`src/rtl/vga_sync_gen.sv`:
```
// vga_sync_gen: 640x480@60 VGA timing with running pixel coordinates.
// Sync/visible decode is registered from the next x/y so it lines up with x/y.
module vga_sync_gen #(
    parameter int CLK_DIV   = 4,
    parameter int H_VISIBLE = 640,
    parameter int H_FRONT   = 16,
    parameter int H_SYNC    = 96,
    parameter int H_BACK    = 48,
    parameter int V_VISIBLE = 480,
    parameter int V_FRONT   = 10,
    parameter int V_SYNC    = 2,
    parameter int V_BACK    = 33
) (
    input  logic       clk,
    input  logic       rst_n,
    output logic       p_tick,
    output logic [9:0] x,
    output logic [9:0] y,
    output logic       hsync,
    output logic       vsync,
    output logic       video_on,
    output logic       frame_start
);
    localparam int H_TOTAL = H_VISIBLE + H_FRONT + H_SYNC + H_BACK;
    localparam int V_TOTAL = V_VISIBLE + V_FRONT + V_SYNC + V_BACK;
    localparam int HS0 = H_VISIBLE + H_FRONT;
    localparam int VS0 = V_VISIBLE + V_FRONT;

    logic [3:0] div;
    logic       tick, x_end, y_end;
    logic [9:0] x_n, y_n;

    always_comb begin
        tick  = div == 4'(CLK_DIV - 1);
        x_end = x == 10'(H_TOTAL - 1);
        y_end = y == 10'(V_TOTAL - 1);
        x_n   = x_end ? 10'd0 : x + 10'd1;
        y_n   = x_end ? (y_end ? 10'd0 : y + 10'd1) : y;
    end

    always_ff @(posedge clk or negedge rst_n) begin
        if (!rst_n) begin
            div         <= '0;
            p_tick      <= 1'b0;
            x           <= '0;
            y           <= '0;
            hsync       <= 1'b1;
            vsync       <= 1'b1;
            video_on    <= 1'b0;
            frame_start <= 1'b0;
        end else begin
            div         <= tick ? 4'd0 : div + 4'd1;
            p_tick      <= tick;
            frame_start <= tick && x_end && y_end;
            if (tick) begin
                x        <= x_n;
                y        <= y_n;
                hsync    <= !(x_n >= 10'(HS0) && x_n < 10'(HS0 + H_SYNC));
                vsync    <= !(y_n >= 10'(VS0) && y_n < 10'(VS0 + V_SYNC));
                video_on <= x_n < 10'(H_VISIBLE) && y_n < 10'(V_VISIBLE);
            end
        end
    end
endmodule

```
`config.mk`:
```
export PLATFORM = sky130hd
export DESIGN_NAME = vga_sync_gen
export DESIGN_NICKNAME = d
export VERILOG_FILES = /design/src/rtl/vga_sync_gen.sv
export SDC_FILE = /design/constraint.sdc
export NUM_CORES = 1
export LEC_CHECK = 0
export CAP_MARGIN = 20
export CORE_MARGIN = 5
export CORE_UTILIZATION = 45
export CTS_CLUSTER_DIAMETER = 100
export DETAILED_ROUTE_END_ITERATION = 8
export HOLD_SLACK_MARGIN = 0.02
export PLACE_DENSITY_LB_ADDON = 0.25
export RECOVER_POWER = 50
export SLEW_MARGIN = 20
export SYNTH_ARGS = -nofsm -noshare
export SYNTH_HDL_FRONTEND = slang
export SYNTH_SLANG_ARGS = --single-unit
export TNS_END_PERCENT = 20
```
`constraint.sdc`:
```
create_clock -name clk -period 2.27 [get_ports clk]
set_input_delay 0.227 -clock clk [delete_from_list [all_inputs] [get_ports clk]]
set_output_delay 0.227 -clock clk [all_outputs]
set_load 0.005 [all_outputs]
```
==> impl_metrics.json, run 1 <==
{
  "synthesis.nets": 203,
  "yosys-top-cells-count": "27 x sky130_fd_sc_hd__dfrtp_1, 27 x sky130_fd_sc_hd__nand2_1, 17 x sky130_fd_sc_hd__nor2_1, 15 x sky130_fd_sc_hd__o21ai_0, 11 x sky130_fd_sc_hd__nand3_1",
  "drtPass1Iterations": 4,
  "synth-main-ff-cell": "sky130_fd_sc_hd__dfrtp_1",
  "total_clock_buffers_created_by_cts": 5,
  "clk-insertion-delay-late_ns": 0.28,
  "antenna_cells": 0,
  "rr_endpoint": "vsync",
  "crit_path_cell_trace": "ha_1, nand4_1, or3_4, nor4_2, a21oi_1, o41a_1",
  "max_clock_freq_mhz": 461,
  "timing.hold.worst.class": "flop to flop",
  "grtUsageTotal_pct": 17.3,
  "count_of_flip_flops_with_a_built_in_enable_after_synthesis": 0,
  "drt-initial-drc-count": 112,
  "final.period_utilization_pct": 95.5,
  "ctsHtreeMaxLevel": 2,
  "fin_skew_ns": 0.00351,
  "io_pins": 27,
  "synth_area_leader_cell": "sky130_fd_sc_hd__dfrtp_1",
  "cts_hold_buffers": 0,
  "antenna_violations_before_repair": 0,
  "critical_path_rt_ns": 2.48,
  "worst_ep_arrival_time_ns": 2.38,
  "clkTransAtPathRegs_ns": 0.06,
  "tritoncts_clock_tree": "built",
  "clk_root_buffer_cell": "sky130_fd_sc_hd__clkbuf_8",
  "setup-violations-final": 0,
  "worst_setup_path_end_kind": "flop",
  "dieHeight_um": 72.0,
  "rrSetupSlack_ns": 0.10,
  "yosysSeqAreaShare_pct": 42.1,
  "timing.critical_path.slowest_cell_delay_ns": 0.47,
  "grt_remaining_overflow": 0,
  "count_of_antenna_violating_nets_left_after_detailed_routing": 0,
  "placement.io_buffers": 26,
  "ir_drop_v": 0.000367,
  "via_per_instance_ratio": 5.75,
  "routabilityCongestion": 0.912,
  "worst-path-max-fanout": 7,
  "timing.final.crit_period_ns": 2.17,
  "num_vias": 1598,
  "dr_wl_met3_um": 255,
  "clkSinkCount": 29,
  "layout-drive-gt1-share_pct": 11.7,
  "violated_checks": "capacitance limit, slew limit",
  "placeableCoreArea_sq_um": 3690,
  "timing.final.hold_violations": 0,
  "min_path_cells": 1,
  "rr_startpoint": "x[1]",
  "clock_tree.buffer_depth": 2,
  "met1_length_mm": 1.86,
  "grt_max_degree": 30,
  "fin_nets": 236,
  "final_max_slew_viol_count": 30,
  "setup.worst_path.class": "flop to flop",
  "area_growth_syn_to_layout_pct": 25.5,
  "grt_pass1_vias": 1474,
  "total_leakage_power_nw": 0.836,
  "place.detailed.hpwl_mm": 2.96,
  "timing.critical_path.from_type": "flop",
  "netlist_area_sq_um": 1730,
  "powerDensity_nw_per_um2": 430,
  "critical-path-slowest-cell": "sky130_fd_sc_hd__or3_4",
  "tightestPinTransition_ns": 1.53,
  "starting_density_of_the_core_pct": 46.9,
  "post_drt_wl_per_cell_um": 14.9,
  "drc": 0,
  "postSynth.asyncResetShare_pct": 100,
  "met2RoutedLength_mm": 1.96,
  "hp-start": "div[0]",
  "synthCells": 196,
  "placementRows": 22,
  "slew_headroom_pct": -1.95,
  "synth_top_cells_by_area": "sky130_fd_sc_hd__dfrtp_1 39%, sky130_fd_sc_hd__nand2_1 5.9%, sky130_fd_sc_hd__o21ai_0 4.3%",
  "totalWireLength_mm": 4.15,
  "layoutNonFillerInstCount": 278,
  "hold_endpoint": "div[0]",
  "drv.max_cap_violation_count": 1,
  "total_power_mw": 0.934,
  "worst_r2r_path_depth": 6,
  "dpl.cell_count": 269,
  "final_util_pct": 58.9,
  "synth-seq-cells": 29,
  "postSynthAreaPerCell_sq_um": 8.82,
  "fin_setup_tns_ns": 0,
  "die-area_sq_um": 5180,
  "synthDominantCellAreaShare_pct": 39.1,
  "ys_warn_count": 0,
  "run_status": "complete, but fails checks",
  "route.top_layer_used": "met4",
  "yosys.cell_types.count": 51,
  "grt_pass1_wl_mm": 7.06,
  "die_width_um": 72.0
}
final cells by class:
cell class                 count  area (sq um)
timing repair buffer          37           335
inverter                       7          26.3
fill                         350          1520
sequential                    29           729
clock inverter                 2          10.0
multi-input combinational    149           937
tap                           48          60.1
clock buffer                   6          72.6
flip-flops by register name, summed over array words and instances, names as in the netlist:
name,cells
div,4
video_on,1
p_tick,1
vsync,1
hsync,1
x,10
y,10
frame_start,1
worst max-delay path: cells and delay by family, from the launching register on:
kind | cells | cell delay (ns)
compound gates | 2 | 0.50
fa+ha+maj | 1 | 0.21
flops | 1 | 0.40
simple gates | 3 | 0.98
placed cells by master, fill, tap and decap left out, types with 3 or more instances in the layout:
cell / instances
sky130_fd_sc_hd__a31oi_1: 6
sky130_fd_sc_hd__o31ai_1: 5
sky130_fd_sc_hd__nor2_1: 17
sky130_fd_sc_hd__clkdlybuf4s50_1: 22
sky130_fd_sc_hd__dlygate4sd3_1: 4
sky130_fd_sc_hd__a21oi_1: 9
sky130_fd_sc_hd__dfrtp_1: 26
sky130_fd_sc_hd__nand3_1: 11
sky130_fd_sc_hd__buf_4: 9
sky130_fd_sc_hd__o21ai_0: 14
sky130_fd_sc_hd__clkbuf_1: 3
sky130_fd_sc_hd__inv_1: 6
sky130_fd_sc_hd__nand4_1: 5
sky130_fd_sc_hd__clkbuf_8: 5
sky130_fd_sc_hd__ha_1: 5
sky130_fd_sc_hd__xnor2_1: 5
sky130_fd_sc_hd__nand2_1: 27
worst max path at each step:
stage / from / to / cells past startpoint
finish: x[1] / vsync / 6
global route: x[1] / vsync / 6
CTS: x[1] / vsync / 6
detailed placement: x[1] / vsync / 6
global placement: x[1] / vsync / 6
floorplan: x[0] / vsync / 7
cell families (layout without fill, tap and decap cells):
family | after synthesis | count (layout) | synth area share, %
AND/OR/NAND/NOR | 84 | 84 | 25.6
AO/OA/AOI/OAI | 53 | 53 | 20.5
flip-flops | 29 | 29 | 42.1
XOR/XNOR | 7 | 7 | 3.55
adder cells (fa/ha/maj) | 5 | 5 | 3.62
buffers and inverters | 18 | 52 | 4.63
stage by stage:
stage	instance area [sq um]	hold WS, ns	setup slack, ns
3_3_place_gp	2070	0.449	0.202
2_1_floorplan	1730	-0.0686	0.250
6_report	2170	0.459	0.102
4_1_cts	2150	0.346	0.123
3_5_place_dp	2070	0.455	0.125
5_1_grt	2170	0.487	-0.00289
repair_timing:
item	4_1_cts	5_1_grt
setup endpoints to repair	0	7
hold endpoints to repair	0	0
gates resized for setup	0	5
setup buffers	0	1
metal layers:
metal / up-vias / global-route usage, %
li1: 787 / -
met1: 757 / 23.5
met2: 45 / 26.4
met3: 9 / 4.71
met4: 0 / 6.47
met5: - / 0
power breakdown:
part           switching (mW)  internal [mW]  leakage, nW  total, mW
Combinational         0.00969        0.00181        0.414     0.0115
Clock                   0.193          0.212       0.0450      0.405
Sequential                  0          0.517        0.377      0.517
Total                   0.203          0.731        0.836      0.934
Note: power is estimated with default switching activity, not from simulation.
==> run 2: changes to the inputs <==
- HOLD_SLACK_MARGIN: 0.02 -> 0.06
==> results of run 2 <==
Final layout, timing and power as in run 1 (identical DEF).
==> run 3: changes to the inputs <==
- CAP_MARGIN: 20 -> not set
- MAX_ROUTING_LAYER: not set -> met4
==> impl_metrics.json, run 3 (same netlist as run 1, synthesis figures left out) <==
{
  "starting_density_of_the_core_pct": 46.9,
  "clock_tree.buffer_depth": 2,
  "fin_nets": 235,
  "drc": 0,
  "worst-path-max-fanout": 7,
  "switching_power_mw": 0.223,
  "rr_endpoint": "vsync",
  "max_clock_freq_mhz": 467,
  "timing.final.hold_violations": 0,
  "ctsHtreeMaxLevel": 2,
  "run_status": "complete, but fails checks",
  "setup.worst_path.class": "flop to flop",
  "worst_setup_path_end_kind": "flop",
  "ir_drop_v": 0.000355,
  "grt_remaining_overflow": 0,
  "intPower_mw": 0.846,
  "dpl.cell_count": 269,
  "worst_r2r_path_depth": 6,
  "register_area_sq_um": 728,
  "grt_max_degree": 30,
  "powerDensity_nw_per_um2": 489,
  "area_growth_syn_to_layout_pct": 26.6,
  "routabilityCongestion": 0.912,
  "multi_input_area_sq_um": 931,
  "final_max_slew_viol_count": 30,
  "final.period_utilization_pct": 94.3,
  "placeableCoreArea_sq_um": 3690,
  "cts_hold_buffers": 0,
  "drtPass1Iterations": 4,
  "final_util_pct": 59.3,
  "via_per_instance_ratio": 5.91,
  "io_pins": 27,
  "antenna_cells": 0,
  "filler_cell_count": 346,
  "antenna_violations_before_repair": 0,
  "clk_root_buffer_cell": "sky130_fd_sc_hd__clkbuf_8",
  "tritoncts_clock_tree": "built",
  "die_width_um": 72.0,
  "switching_share_pct": 20.9,
  "clkTransAtPathRegs_ns": 0.07,
  "pwr-share-seq_pct": 48.3,
  "total_power_mw": 1.07,
  "worst_ep_arrival_time_ns": 2.34,
  "clk-insertion-delay-late_ns": 0.28,
  "fin_skew_ns": 0.0108,
  "worst_setup_path_startpoint": "x[1]",
  "drt-initial-drc-count": 124,
  "place.detailed.hpwl_mm": 3.06,
  "placementRows": 22,
  "total_leakage_power_nw": 0.843,
  "hp-start": "div[0]",
  "tightestPinTransition_ns": 1.56,
  "hold_endpoint": "div[0]",
  "slew_headroom_pct": -3.84,
  "top_regs": "x: 10 flops, y: 10 flops, div: 4 flops",
  "placement.io_buffers": 26,
  "count_of_antenna_violating_nets_left_after_detailed_routing": 0,
  "placedInstanceArea_sq_um": 2070,
  "total_clock_buffers_created_by_cts": 5,
  "num_vias": 1637,
  "fraction_of_power_consumed_by_the_clock_network_pct": 50.6,
  "grt_pass1_wl_mm": 7.40,
  "setup_repair_after_global_routing_missed_its_margin": "true",
  "rrSetupSlack_ns": 0.13,
  "post_drt_wl_per_cell_um": 15.4,
  "min_path_cells": 1,
  "share_comb_of_total_power_pct": 1.1,
  "setup-violations-final": 0,
  "critical_path_rt_ns": 2.47,
  "timing.critical_path.from_type": "flop",
  "clkSinkCount": 29,
  "grt_pass1_vias": 1567,
  "layoutNonFillerInstCount": 277,
  "dieHeight_um": 72.0,
  "totalWireLength_mm": 4.28,
  "grtUsageTotal_pct": 18.5,
  "postLayoutCellArea_sq_um": 2190,
  "violated_checks": "capacitance limit, slew limit",
  "layout-drive-gt1-share_pct": 11.4,
  "rr_startpoint": "x[1]",
  "drv.max_cap_violation_count": 1,
  "timing.hold.worst.class": "flop to flop",
  "layout.cells.most_common_list": "27 x sky130_fd_sc_hd__nand2_1, 27 x sky130_fd_sc_hd__dfrtp_1, 21 x sky130_fd_sc_hd__clkdlybuf4s50_1, 17 x sky130_fd_sc_hd__nor2_1, 14 x sky130_fd_sc_hd__o21ai_0",
  "die-area_sq_um": 5180,
  "timing.final.crit_period_ns": 2.14
}
run 3: critical path, stage by stage (launching register included):
cell and delay (ns):
sky130_fd_sc_hd__dfrtp_1 0.43, sky130_fd_sc_hd__ha_1 0.22, sky130_fd_sc_hd__nand4_1 0.23, sky130_fd_sc_hd__or3_4 0.45, sky130_fd_sc_hd__nor4_2 0.22, sky130_fd_sc_hd__a21oi_1 0.08
sky130_fd_sc_hd__o41a_1 0.43
run 3: final cells by class:
type                            instances  area share [%]
Multi-Input combinational cell        149            42.5
Sequential cell                        29            33.3
Timing Repair Buffer                   36            15.0
Clock buffer                            5            3.14
Tap cell                               48            2.74
Clock inverter                          3            2.12
Inverter                                7            1.20
run 3: worst max-delay path by stage:
stage | cells past startpoint | to | slack (ns)
floorplan | 7 | vsync | 0.25
global placement | 6 | vsync | 0.19
detailed placement | 6 | vsync | 0.06
CTS | 6 | vsync | 0.03
global route | 6 | vsync | -0.009
finish | 6 | vsync | 0.13
run 3: stage by stage:
step | setup WS [ns] | TNS [ns] | hold WS, ns
after floorplan | 0.250 | 0 | -0.0686
after global placement | 0.188 | 0 | 0.450
after detailed placement | 0.0606 | 0 | 0.471
after CTS | 0.0255 | 0 | 0.330
after global routing | -0.00861 | -0.00861 | 0.522
final | 0.129 | 0 | 0.473
run 3: routing by layer:
metal	share of wire, %	global-route usage, %	vias to the layer above
li1	-	-	787
met1	45	23.6	799
met2	49	29.3	47
met3	4.8	4.71	4
met4	0.96	5.01	0
met5	0	-	-
run 3: power groups by stage:
stage	Combinational (mW)	Sequential, mW	Clock [mW]
after floorplan	0.000000293	0.527	0
after detailed placement	0.0137	0.526	0
final	0.0113	0.517	0.541
after global routing	0.0143	0.516	0.591
after global placement	0.0133	0.526	0
after CTS	0.0136	0.517	0.560
run 3: what timing repair did:
action | 4_1_cts | 5_1_grt
buffers inserted | 0 | 0
gates resized for setup | 0 | 3
setup endpoints to repair | 0 | 4
==> RTL change 1, RTL diff (settings of run 2) <==
Register the output `vsync` once more, with the module's reset; this adds one clock of latency there. The other outputs are not delayed to match.
--- a/src/rtl/vga_sync_gen.sv
+++ b/src/rtl/vga_sync_gen.sv
@@ -26,6 +26,8 @@
     localparam int HS0 = H_VISIBLE + H_FRONT;
     localparam int VS0 = V_VISIBLE + V_FRONT;
 
+    logic vsync_s0;
+
     logic [3:0] div;
     logic       tick, x_end, y_end;
     logic [9:0] x_n, y_n;
@@ -45,7 +47,7 @@
             x           <= '0;
             y           <= '0;
             hsync       <= 1'b1;
-            vsync       <= 1'b1;
+            vsync_s0    <= 1'b1;
             video_on    <= 1'b0;
             frame_start <= 1'b0;
         end else begin
@@ -56,10 +58,18 @@
                 x        <= x_n;
                 y        <= y_n;
                 hsync    <= !(x_n >= 10'(HS0) && x_n < 10'(HS0 + H_SYNC));
-                vsync    <= !(y_n >= 10'(VS0) && y_n < 10'(VS0 + V_SYNC));
+                vsync_s0 <= !(y_n >= 10'(VS0) && y_n < 10'(VS0 + V_SYNC));
                 video_on <= x_n < 10'(H_VISIBLE) && y_n < 10'(V_VISIBLE);
             end
         end
     end
+    always_ff @(posedge clk or negedge rst_n) begin
+        if (!rst_n) begin
+            vsync <= '0;
+        end else begin
+            vsync <= vsync_s0;
+        end
+    end
+
 endmodule
 
Formal check against the unedited RTL: not equivalent (Yosys sat finds a counterexample within 4 cycles, from zero or initial values and one cycle with rst_n low).
==> RTL change 1 against run 2 <==
- the flow still finishes with violations (max-capacitance violations, max-slew violations)
- area after synthesis increased by 3.3%
- cell area increased by 3.5%
- die area increased by 2.8%
- setup slack improved by 0.077 ns
- sequential cell count increased by 1
- total power increased by 12%
- largest cell class unchanged
- utilization increased by 1.2 points
- sequential share of layout area decreased by 0.084 points
- final cell count increased by 2.5%
- routed wire length decreased by 0.89%
- clock skew increased by 0.0043 ns
==> RTL change 1: results (changes against run 2) <==
* Status: complete, but fails checks
* Initial DRC count at 83 (-26%)
* Clock Path Buffers at 2 (unchanged)
* DR pass1 iterations at 4 (unchanged)
* Post-Synthesis Net Count at 208 (+2.5%)
* Critical path arrival at 2.31 ns (-0.07 ns)
* Top cells by count, synth: dfrtp_1 (28), nand2_1 (28), o21ai_0 (16)
* Min-delay src: vsync_s0$_DFFE_PN1P_
* Routed wire length per instance at 14.4 um (-3.3%)
* FF-to-FF setup slack at 0.18 ns (+0.08 ns)
* FILL cells at 361 (+3.1%)
* MaxCap Viol Count at 1 (unchanged)
* Hold path depth at 0 (-1)
* Post-synthesis sequential area ratio at 42.2% (+0.074 points)
* Final slew viol count at 31 (+3.3%)
* Count of cell types in the netlist at 45 (-12%)
* Largest net degree at the start of global routing at 31 (+3.3%)
* Worst-case reg-to-reg path depth at 7 (+1)
* FF-to-FF End: vsync_s0$_DFFE_PN1P_
* Layout cell share with drive strength beyond 1 at 10.1% (-1.6 points)
* Reg-to-reg critical path startpoint: y[1]$_DFFE_PN0P_
* DP HPWL at 2950 um (-0.29%)
* Gpl congestion at 0.920 (+0.86%)
* Vias in the first global route at 1,465 (-0.61%)
* Relative slew slack at -3.36% (-1.4 points)
* Failing checks: max-capacitance violations, max-slew violations
* Synth area leaders: dfrtp_1 (39%), nand2_1 (5.9%), o21ai_0 (4.5%)
* First-pass GRT wire length at 7000 um (-0.88%)
* IR drop worst, VDD at 0.303 mV (-17%)
* Initial antenna violation count at 0 (unchanged)
* Overall Global Routing Usage at 17.0% (-0.28 points)
* Worst Hold Endpoint: vsync$_DFF_PN0_
* Asr flop ratio synth at 100% (unchanged)
* Clk_skew at 0.00780 ns (+0.00430 ns)
* Net Sw Frac at 19.8% (-2.0 points)
* Clock Latency Late Sink at 0.28 ns (about the same)
* Leakage power at 0.867 nW (+3.8%)
* # nets final at 243 (+3.0%)
* Critical path peak fanout at 8 (+1)
* Drt via density at 5.57 (-3.1%)
RTL change 1: changes by cell type after synthesis, moves of 2 or more:
cell      delta
o21ai_1      +2
nor2b_1      +4
clkbuf_1     +2
o32a_1       +2
nor2_1       -5
buf_2        -2
xor2_1       +3
nand3_1      +4
a31oi_1      -4
o31ai_1      +2
nor3_1       +3
RTL change 1: layout make-up:
class | instances | share of cell area, %
multi-input cells | 155 | 42.8
flip-flops and latches | 30 | 33.5
repair buffers | 38 | 15.1
clock buffers | 8 | 4.90
well taps | 48 | 2.67
inverters | 6 | 1.00
RTL change 1: how the worst max path moves through the flow:
stage,end,slack [ns]
finish,vsync_s0$_DFFE_PN1P_,0.18
detailed placement,video_on$_DFFE_PN0P_,0.20
floorplan,video_on$_DFFE_PN0P_,0.15
CTS,video_on$_DFFE_PN0P_,0.20
global route,y[8]$_DFFE_PN0P_,0.02
global placement,video_on$_DFFE_PN0P_,0.23
RTL change 1: power by group through the flow:
stage	combinational, mW	sequential, mW	clock (mW)
finish	0.0113	0.535	0.503
global route	0.0144	0.534	0.535
CTS	0.0136	0.535	0.516
detailed placement	0.0137	0.545	0
global placement	0.0135	0.545	0
floorplan	0.000000304	0.545	0
RTL change 1: cell families (layout without fill, tap and decap cells):
group | after synthesis | in the layout | synth area share, %
DFF | 30 | 30 | 42.2
buffers and inverters | 16 | 52 | 3.92
and+or+nand+nor | 91 | 91 | 27.5
AOI/OAI and AO/OA | 48 | 48 | 17.4
xor gates and xnor gates | 11 | 11 | 5.40
adders and majority gates | 5 | 5 | 3.50
RTL change 1: critical path, cell delays in order, from the launching register on:
cell and delay (ns):
dfrtp_1 0.49, ha_1 0.30, nand2_1 0.16, nor4_1 0.31
a41oi_1 0.08, nor3_1 0.19, o2111ai_2 0.14, o32a_1 0.35
RTL change 1: metal layers:
metal  vias up  global-route usage (%)  part of all wire, %  wire [um]
met2        47                    26.0                   46       1880
met3         7                    4.41                  5.1        212
met1       737                    22.9                   47       1950
met4         0                    6.76                  1.7         72
li1        797                       -                    -          -
met5         -                       0                    0          0
RTL change 1: stage by stage:
step	setup WS [ns]	instances	util (%)	cell area, sq um	hold WS, ns
global route	0.0215	285	60.0	2250	0.423
floorplan	0.153	201	-	1790	-0.0686
global placement	0.226	277	57.4	2150	0.397
finish	0.179	285	60.0	2250	0.418
CTS	0.199	285	60.3	2260	0.338
detailed placement	0.201	277	57.4	2150	0.399
==> RTL change 2, RTL diff (settings of run 2) <==
Without the edit above. `V_BACK`: 33 -> 16.
--- a/src/rtl/vga_sync_gen.sv
+++ b/src/rtl/vga_sync_gen.sv
@@ -9,7 +9,7 @@
     parameter int V_VISIBLE = 480,
     parameter int V_FRONT   = 10,
     parameter int V_SYNC    = 2,
-    parameter int V_BACK    = 33
+    parameter int V_BACK    = 16
 ) (
     input  logic       clk,
     input  logic       rst_n,
Function: same outputs for any inputs over 10 cycles, from zero or initial values and one cycle with rst_n low; that may be too few to reach the edited logic, so the function may still have changed.
==> RTL change 2 against run 2 <==
- the run ends with max-capacitance violations left
- utilization is 0.51 points higher
- highest routed layer unchanged
- combinational power is 5% lower
- sequential cell count stayed put
- cell area is 1.4% lower
- critical path depth stayed put
- routed wire length is 5.6% lower
- via count is 2.3% lower
- total power is 1.9% higher
- setup slack better by 0.011 ns
- final cell count is 2.2% higher
- clock power is 4% higher
- area after synthesis is 4.4% lower
==> RTL change 2: results (changes against run 2) <==
* IR drop worst, VDD at 0.262 mV (-29%)
* Initial DRC count at 71 (-37%)
* Status: complete, but fails checks
* Asr flop ratio synth at 100% (unchanged)
* Slew @ Worst Pin at 1.50 ns (-0.0312 ns)
* Port bufs at 26 (unchanged)
* Clock Path Buffers at 2 (unchanged)
* MaxCap Viol Count at 1 (unchanged)
* Critical path arrival at 2.32 ns (-0.06 ns)
* Met2 wire length at 1710 um (-13%)
* Synth area leaders: dfrtp_1 (41%), nand2_1 (6.4%), nor2_1 (5.2%)
* CTS Root Cell: clkbuf_8
* Routed wire length per instance at 13.8 um (-7.6%)
* Clock slew at reported path FFs at 0.06 ns (about the same)
* CTS buffer count at 5 (unchanged)
* DP HPWL at 2800 um (-5.2%)
* Synth Area per Inst at 8.43 sq um (-4.4%)
* Failing checks: max-capacitance violations
* Post-Synthesis Net Count at 202 (-0.49%)
* Vias in the first global route at 1,371 (-7.0%)
* Regs by FF count: x: 10 flops, y: 10 flops, div: 4 flops
* Depth of the CTS H-tree at 2 (unchanged)
* Critical path peak fanout at 6 (-1)
* Gpl congestion at 0.957 (+5.0%)
* DR pass1 iterations at 4 (unchanged)
* Setup bufs post-CTS at 0 (unchanged)
* Hold Crit Class: reg -> reg
* Top cells by count, synth: nand2_1 (28), dfrtp_1 (27), nor2_1 (23)
* FILL cells at 317 (-9.4%)
* Layout cell share with drive strength beyond 1 at 12.7% (+0.97 points)
* Overall Global Routing Usage at 16.9% (-0.47 points)
* Routed vias at 1,562 (-2.3%)
* Synth warnings at 0 (unchanged)
* Highest routed layer: met4
* Metal-1 WL at 1910 um (+3.1%)
* Clock Latency Late Sink at 0.29 ns
* First-pass GRT wire length at 6690 um (-5.3%)
* Initial antenna violation count at 0 (unchanged)
* Fin cells at 284 (+2.2%)
* CTS resizes at 0 (unchanged)
* Layout Utilization at 59.4% (+0.51 points)
* Area post-placement at 2060 sq um (-0.73%)
* Post-Place Worst Slack at 0.146 ns (+0.0206 ns)
* Ant diodes at 0 (unchanged)
* Post-synthesis sequential area ratio at 44.1% (+1.9 points)
* Clk_skew at 0.00722 ns (+0.00371 ns)
* Leakage power at 0.874 nW (+4.6%)
* WL met3 at 243 um (-4.7%)
* # nets final at 241 (+2.1%)
* Largest net degree at the start of global routing at 30 (unchanged)
* Count of cell types in the netlist at 35 (-31%)
-- RTL change 2: path summary, 6_finish.rpt --
kind                             startpoint              endpoint  slack [ns]  depth (start not counted)
min                        div[0]$_DFF_PN0_      div[0]$_DFF_PN0_        0.46                          1
max in group asynchronous             rst_n      x[3]$_DFFE_PN0P_        0.57                          2
min in group asynchronous             rst_n      y[5]$_DFFE_PN0P_        0.83                          2
min reg2reg                div[0]$_DFF_PN0_      div[0]$_DFF_PN0_        0.46                          1
max reg2reg                x[5]$_DFFE_PN0P_  video_on$_DFFE_PN0P_        0.11                          6
max                        x[5]$_DFFE_PN0P_  video_on$_DFFE_PN0P_        0.11                          6
-- RTL change 2: routing by layer --
| metal | GRT usage, % | vias up |
|---|---|---|
| li1 | - | 783 |
| met1 | 24.6 | 723 |
| met2 | 23.4 | 49 |
| met3 | 4.83 | 7 |
| met4 | 7.10 | 0 |
| met5 | 0 | - |
-- RTL change 2: critical path: stages, from the launching register on --
cell     delay (ns)
dfrtp_1        0.38
or3_4          0.40
or3_1          0.46
or3_1          0.37
a21oi_1        0.13
and4_1         0.21
o31ai_1        0.07
-- RTL change 2: cell families after synthesis --
group,Yosys count,share of synthesized area [%]
AOI/OAI and AO/OA,48,17.6
xor gates and xnor gates,9,4.77
muxes,1,0.606
DFF,29,44.1
adders and majority gates,4,3.03
and+or+nand+nor,92,26.4
buffers and inverters,13,3.48
-- RTL change 2: final cells by class --
class / count / area [sq um] / area share (%)
multi-input combinational: 154 / 882 / 41.2
clock inverter: 3 / 17.5 / 0.818
inverter: 4 / 15.0 / 0.701
tap: 48 / 60.1 / 2.81
sequential: 29 / 728 / 34.0
timing repair buffer: 41 / 369 / 17.2
clock buffer: 5 / 68.8 / 3.21
-- RTL change 2: report_power, final --
part / internal, mW / switching, mW
clock network: 0.211 / 0.212
registers: 0.517 / 0
logic: 0.00147 / 0.00947
total: 0.729 / 0.222
